**src/rtl/apb_agent_pkg.sv**
```systemverilog
// rtl/apb_agent_pkg.sv - shared APB types and arbiter state encoding
package apb_agent_pkg;

  localparam int APB_PROT_WIDTH = 3;

  typedef logic [APB_PROT_WIDTH-1:0] apb_pprot_t;

  typedef enum logic {
    APB_READ  = 1'b0,
    APB_WRITE = 1'b1
  } apb_write_t;

  typedef enum logic [1:0] {
    IDLE   = 2'd0,
    SETUP  = 2'd1,
    ACCESS = 2'd2
  } apb_arb_state_e;

endpackage

```
**src/rtl/apb_rr_arbiter.sv**
```systemverilog
// rtl/apb_rr_arbiter.sv - combinational round-robin search starting after the last winner
module apb_rr_arbiter #(
  parameter int N    = 4,
  parameter int IDXW = (N > 1) ? $clog2(N) : 1
) (
  input  logic [N-1:0]    req,
  input  logic [IDXW-1:0] ptr,
  output logic [N-1:0]    gnt,
  output logic [IDXW-1:0] gnt_idx
);

  logic [IDXW-1:0] cand;
  logic            found;

  // Walk ptr+1, ptr+2, ... modulo N and take the first pending request
  always_comb begin
    gnt     = '0;
    gnt_idx = '0;
    found   = 1'b0;
    cand    = '0;
    for (int i = 1; i <= N; i++) begin
      cand = IDXW'((int'(ptr) + i) % N);
      if (!found && req[cand]) begin
        found     = 1'b1;
        gnt[cand] = 1'b1;
        gnt_idx   = cand;
      end
    end
  end

endmodule

```
**src/rtl/apb_req_arbiter.sv**
```systemverilog
// rtl/apb_req_arbiter.sv - shares one APB requester among NUM_REQ channels; APB_REQ_ARBITER_TIMEOUT_EN adds an ACCESS wait limit
module apb_req_arbiter
  import apb_agent_pkg::*;
#(
  parameter int ADDR_WIDTH     = 32,
  parameter int DATA_WIDTH     = 32,
  parameter int NUM_REQ        = 4,
  parameter int TIMEOUT_CYCLES = 256
) (
  input  logic                                  pclk,
  input  logic                                  preset_n,
  input  logic [NUM_REQ-1:0]                    req_valid,
  output logic [NUM_REQ-1:0]                    req_ready,
  input  logic [NUM_REQ*ADDR_WIDTH-1:0]         req_addr,
  input  logic [NUM_REQ-1:0]                    req_write,
  input  logic [NUM_REQ*DATA_WIDTH-1:0]         req_wdata,
  input  logic [NUM_REQ*(DATA_WIDTH/8)-1:0]     req_strb,
  input  logic [NUM_REQ*APB_PROT_WIDTH-1:0]     req_prot,
  output logic [NUM_REQ-1:0]                    rsp_valid,
  output logic [DATA_WIDTH-1:0]                 rsp_rdata,
  output logic                                  rsp_err,
  output logic [ADDR_WIDTH-1:0]                 paddr,
  output logic [APB_PROT_WIDTH-1:0]             pprot,
  output logic                                  psel,
  output logic                                  penable,
  output logic                                  pwrite,
  output logic [DATA_WIDTH-1:0]                 pwdata,
  output logic [DATA_WIDTH/8-1:0]               pstrb,
  input  logic                                  pready,
  input  logic [DATA_WIDTH-1:0]                 prdata,
  input  logic                                  pslverr
);

  localparam int STRB_WIDTH = DATA_WIDTH / 8;
  localparam int IDX_WIDTH  = (NUM_REQ > 1) ? $clog2(NUM_REQ) : 1;

  if (NUM_REQ < 2 || NUM_REQ > 16) begin : g_bad_num_req
    $error("apb_req_arbiter: NUM_REQ must be within 2..16");
  end
  if (DATA_WIDTH % 8 != 0) begin : g_bad_data_width
    $error("apb_req_arbiter: DATA_WIDTH must be a multiple of 8");
  end
  if (TIMEOUT_CYCLES < 1) begin : g_bad_timeout
    $error("apb_req_arbiter: TIMEOUT_CYCLES must be at least 1");
  end

  apb_arb_state_e          state_q;
  apb_arb_state_e          state_d;
  logic [IDX_WIDTH-1:0]    ptr_q;
  logic [NUM_REQ-1:0]      gnt;
  logic [IDX_WIDTH-1:0]    gnt_idx;
  logic                    arb_en;
  logic                    accept;
  logic                    complete;
  logic                    timeout;

  logic [ADDR_WIDTH-1:0]   lat_addr_q;
  apb_write_t              lat_write_q;
  logic [DATA_WIDTH-1:0]   lat_wdata_q;
  logic [STRB_WIDTH-1:0]   lat_strb_q;
  apb_pprot_t              lat_prot_q;

  apb_rr_arbiter #(
    .N    (NUM_REQ),
    .IDXW (IDX_WIDTH)
  ) u_rr (
    .req     (req_valid),
    .ptr     (ptr_q),
    .gnt     (gnt),
    .gnt_idx (gnt_idx)
  );

`ifdef APB_REQ_ARBITER_TIMEOUT_EN
  localparam int WAIT_WIDTH = $clog2(TIMEOUT_CYCLES + 1);

  logic [WAIT_WIDTH-1:0] wait_cnt_q;

  // Count stalled ACCESS cycles of the current transfer; SETUP restarts the count
  always_ff @(posedge pclk or negedge preset_n) begin
    if (!preset_n) begin
      wait_cnt_q <= '0;
    end else if (state_q == SETUP) begin
      wait_cnt_q <= '0;
    end else if (state_q == ACCESS && !pready) begin
      wait_cnt_q <= wait_cnt_q + 1'b1;
    end
  end

  // A late pready on the limit cycle still completes the transfer normally
  assign timeout = (state_q == ACCESS) && !pready &&
                   (wait_cnt_q == WAIT_WIDTH'(TIMEOUT_CYCLES - 1));
`else
  assign timeout = 1'b0;
`endif

  // Next state; arbitration is open in IDLE and on the completing ACCESS cycle
  always_comb begin
    state_d = state_q;
    arb_en  = 1'b0;
    case (state_q)
      IDLE: begin
        arb_en = 1'b1;
        if (|gnt) state_d = SETUP;
      end
      SETUP: begin
        state_d = ACCESS;
      end
      ACCESS: begin
        if (pready) begin
          arb_en  = 1'b1;
          state_d = (|gnt) ? SETUP : IDLE;
        end else if (timeout) begin
          state_d = IDLE;
        end
      end
      default: begin
        state_d = IDLE;
      end
    endcase
  end

  assign accept    = arb_en && (|gnt);
  assign complete  = (state_q == ACCESS) && pready;
  assign req_ready = (arb_en && preset_n) ? gnt : '0;

  // State register; reset drops the bus in the same instant
  always_ff @(posedge pclk or negedge preset_n) begin
    if (!preset_n) begin
      state_q <= IDLE;
    end else begin
      state_q <= state_d;
    end
  end

  // Capture the winner's payload and move the round-robin pointer onto it
  always_ff @(posedge pclk or negedge preset_n) begin
    if (!preset_n) begin
      ptr_q       <= IDX_WIDTH'(NUM_REQ - 1);
      lat_addr_q  <= '0;
      lat_write_q <= APB_READ;
      lat_wdata_q <= '0;
      lat_strb_q  <= '0;
      lat_prot_q  <= '0;
    end else if (accept) begin
      ptr_q       <= gnt_idx;
      lat_addr_q  <= req_addr[gnt_idx*ADDR_WIDTH +: ADDR_WIDTH];
      lat_write_q <= apb_write_t'(req_write[gnt_idx]);
      lat_wdata_q <= req_wdata[gnt_idx*DATA_WIDTH +: DATA_WIDTH];
      lat_strb_q  <= req_write[gnt_idx] ? req_strb[gnt_idx*STRB_WIDTH +: STRB_WIDTH] : '0;
      lat_prot_q  <= apb_pprot_t'(req_prot[gnt_idx*APB_PROT_WIDTH +: APB_PROT_WIDTH]);
    end
  end

  // One-cycle completion pulse to the channel that owns the finishing transfer
  always_ff @(posedge pclk or negedge preset_n) begin
    if (!preset_n) begin
      rsp_valid <= '0;
      rsp_rdata <= '0;
      rsp_err   <= 1'b0;
    end else if (complete) begin
      rsp_valid <= NUM_REQ'(1) << ptr_q;
      rsp_rdata <= (lat_write_q == APB_WRITE) ? '0 : prdata;
      rsp_err   <= pslverr;
    end else if (timeout) begin
      rsp_valid <= NUM_REQ'(1) << ptr_q;
      rsp_rdata <= '0;
      rsp_err   <= 1'b1;
    end else begin
      rsp_valid <= '0;
    end
  end

  assign psel    = (state_q != IDLE);
  assign penable = (state_q == ACCESS);
  assign paddr   = lat_addr_q;
  assign pwrite  = (lat_write_q == APB_WRITE);
  assign pwdata  = lat_wdata_q;
  assign pstrb   = lat_strb_q;
  assign pprot   = lat_prot_q;

endmodule

```
**config.mk**
```make
export PLATFORM = sky130hd
export DESIGN_NAME = apb_req_arbiter
export DESIGN_NICKNAME = d
export VERILOG_FILES = /design/src/rtl/apb_agent_pkg.sv /design/src/rtl/apb_rr_arbiter.sv /design/src/rtl/apb_req_arbiter.sv
export SDC_FILE = /design/constraint.sdc
export NUM_CORES = 1
export LEC_CHECK = 0
export ABC_AREA = 1
export BUFFER_PORTS_ARGS = -buffer_cell sky130_fd_sc_hd__buf_2
export CAP_MARGIN = 20
export CORE_AREA = 3 3 172 174
export DETAILED_ROUTE_END_ITERATION = 10
export DIE_AREA = 0 0 175 177
export HOLD_SLACK_MARGIN = 0.03
export PLACE_DENSITY = 0.52
export SYNTH_ARGS = -nofsm -noshare
export SYNTH_HDL_FRONTEND = slang
export SYNTH_SLANG_ARGS = --single-unit
```
**constraint.sdc**
```tcl
create_clock -name pclk -period 2.85 [get_ports pclk]
set_input_delay 0.7125 -clock pclk [delete_from_list [all_inputs] [get_ports pclk]]
set_output_delay 0.7125 -clock pclk [all_outputs]
set_load 0.1 [all_outputs]
```
==> results.yml <==
synthesis:
  synth_top_cell_by_area: "dfrtp_1"
  synth_edf_count: 0
  synth_most_common_cell: "nand2_1"
  syn_inst: 1081
  ys.flop_type: "dfrtp_1"
  async_flop_share_pct: 100.0
  synth_area_um2: 7438
  syn_area_per_cell_um2: 6.881
  synth_seq_cells: 113
  ys_types: 32
  synth_area_leaders: "dfrtp_1 (37%), nand2_1 (20%), nand3_1 (20%), nand4_1 (6.0%), buf_2 (2.4%)"
  netlist_top_cells_count: "nand2_1 (391), nand3_1 (291), dfrtp_1 (111)"
  yosysTopAreaCellShare_pct: 37.34
  synth_nets: 1417
  ys_seq_area_share_pct: 38.05
  ys_warn_count: 0
die:
  rows: 61
  io_pins: 443
  die_area_um2: 30980
  core_um2: 27930
  dieWidth_um: 175
  fp.dieH_um: 177
  initial_utilization_pct: 26.63
place:
  numPortBuffers: 442
  dp_hpwl_mm: 25.24
  place_area_um2: 10210
  dp.cells: 1842
  dp_slack_ps: 118.6
  routabilityCongestion: 0.8697
sta:
  slew-limit-headroom_pct: 40.67
  fin_ws_ps: -156.7
  fmaxAchievable_mhz: 332.6
  period_share_pct: 105.5
  fin_tns_setup_ps: -532.7
  finalSetupViolCount: 4
  final_max_slew_viol_count: 0
  hold_viol: 0
  worstMarginPinSlew_ps: 890.0
  period_minus_slack_ps: 3007
  clock_skew_ps: 17.11
  grt_setup_unrepaired: "true"
clock_network:
  h-tree-depth: 4
  cts_made_buffers: 17
  clk-insertion-delay-late_ps: 410
  clock-sinks: 113
  clock_path_buffers: 2
  clk_pin_slew_worst_paths_ps: 60
  root_buffer: "clkbuf_16"
  cts_tree: "yes"
detailed_routing:
  wl_met3_mm: 2.730
  wl_per_cell_um: 18.34
  route.detailed.drc: 0
  wl_mm: 34.72
  wl_met1_mm: 14.54
  drt_first_pass_iters: 4
  via_count: 9327
  viasPerCell: 4.927
  met2_length_mm: 16.76
  antenna_left: 0
  drt_iter0_drc: 621
  routed.top_layer: "met5"
cells_and_area:
  finalNetCount: 1835
  design_area_um2: 11070
  multi_input_area_um2: 4141
  seq_area_um2: 2830
  fill_cells: 3068
  final_cells: 1893
  drive_above_1_share_pct: 37.70
  area_delta_synth_final_pct: 48.78
worst_setup_path:
  r2r_end: "paddr[29]"
  crit_arrival_ps: 2290
  endpoint_kind: "output port"
  critPathLaunchType: "register"
  rr_worst_depth: 17
  rrSetupSlack_ps: 140
  cp.required_ps: 2140
  worstSetupPathType: "register to output port"
  path_max_fanout: 5
  r2r_start: "ptr_q[0]"
grt:
  grt_pass1_vias: 9015
  grt_start_max_net_pins: 95
  grt_pass1_wl_mm: 51.45
  antenna_found_initial: 4
  overflow: 0
  gr-usage-all-layers_pct: 21.09
run:
  cap_violations: 0
status:
  status: "finished, violations left"
  violations: "setup timing"
min_path:
  hp-class: "input port to asynchronous set/reset pin"
[cells by family (layout without fill, tap and decap cells)]
family                     Yosys count  after routing  share of synthesized area, %
AOI/OAI and AO/OA                   46             46                         3.331
buffers and inverters              125            556                         8.175
adders and majority gates            8              8                         1.346
DFF                                113            113                         38.05
and+or+nand+nor                    788            788                         48.95
other                                0              3                             0
muxes                                1              1                        0.1514
[placed cells by master, fill, tap and decap left out, types with 2 or more instances in the layout]
cell type   instances
buf_6               2
dfrtp_1           111
clkinv_2            2
o21ai_0            35
diode_2             3
buf_12             18
nand4_1            71
clkinvlp_4          9
nand3b_1           11
buf_2             437
nor2_1              5
a21oi_2             2
inv_4               2
buf_4              31
nor2_4              4
inv_1              24
nand3_2             7
nand3_4             3
a21oi_1             2
clkinv_4            3
a21boi_0            2
inv_2               2
bufinv_16           2
clkbuf_16          19
nand2_4             6
nand3_1           284
inv_6               4
nand2_2             7
ha_1                7
nand2_1           386
dfstp_2             2
[worst max-delay path, cell delays in order, from the launching register on]
cell        delay, ps
dfstp_2           570
inv_6              50
ha_4              300
nand3_4           120
nand2_8           120
nor2_4             60
a21boi_1          180
nand3_1           130
nand3_2           100
clkinvlp_4        100
buf_12            170
[worst max-delay path by stage]
stage	from	to	depth (start not counted)
finish	ptr_q[0]	req_ready[2]	10
global route	ptr_q[0]	req_ready[2]	11
CTS	ptr_q[0]	req_ready[2]	11
detailed placement	ptr_q[0]	req_ready[3]	11
global placement	req_valid[2]	req_ready[2]	12
floorplan	ptr_q[0]	req_ready[3]	11
[timing repair]
item	CTS	global route
cloned	0	2
pin swaps	11	7
buffers inserted	10	4
hold buffers	0	0
setup endpoints to repair	4	77
resized for setup	19	7
[per-stage QoR]
stage                     hold slack, ps  util (%)
after global placement             455.2     36.56
final                              151.1     39.62
after global routing               120.6     39.62
after floorplan                    416.9         -
after CTS                          125.7     39.19
after detailed placement           460.3     36.56
[sequential cells by signal, indices dropped and copies added (netlist names)]
signal / flops
paddr: 32
pwrite: 1
pwdata: 32
pprot: 3
pstrb: 4
rsp_err: 1
state_q: 2
rsp_rdata: 32
rsp_valid: 4
ptr_q: 2
[routing by layer]
metal  vias to the layer above  track usage [%]
met1                      4384            26.99
li1                       4501                -
met3                        36            5.470
met5                         -                0
met2                       404            35.14
met4                         2            6.217
[area by class of cell]
cell class | count | share of cell area, %
antenna | 3 | 0.06783
clock buffer | 17 | 3.844
clock inverter | 15 | 1.447
inverter | 33 | 1.345
multi-input combinational | 843 | 37.42
sequential | 113 | 25.57
tap | 378 | 4.274
timing repair buffer | 491 | 26.03
Power is left out: the tool's default activity adds up to more than one toggle a clock period on the data nets, which glitch-free logic cannot reach.
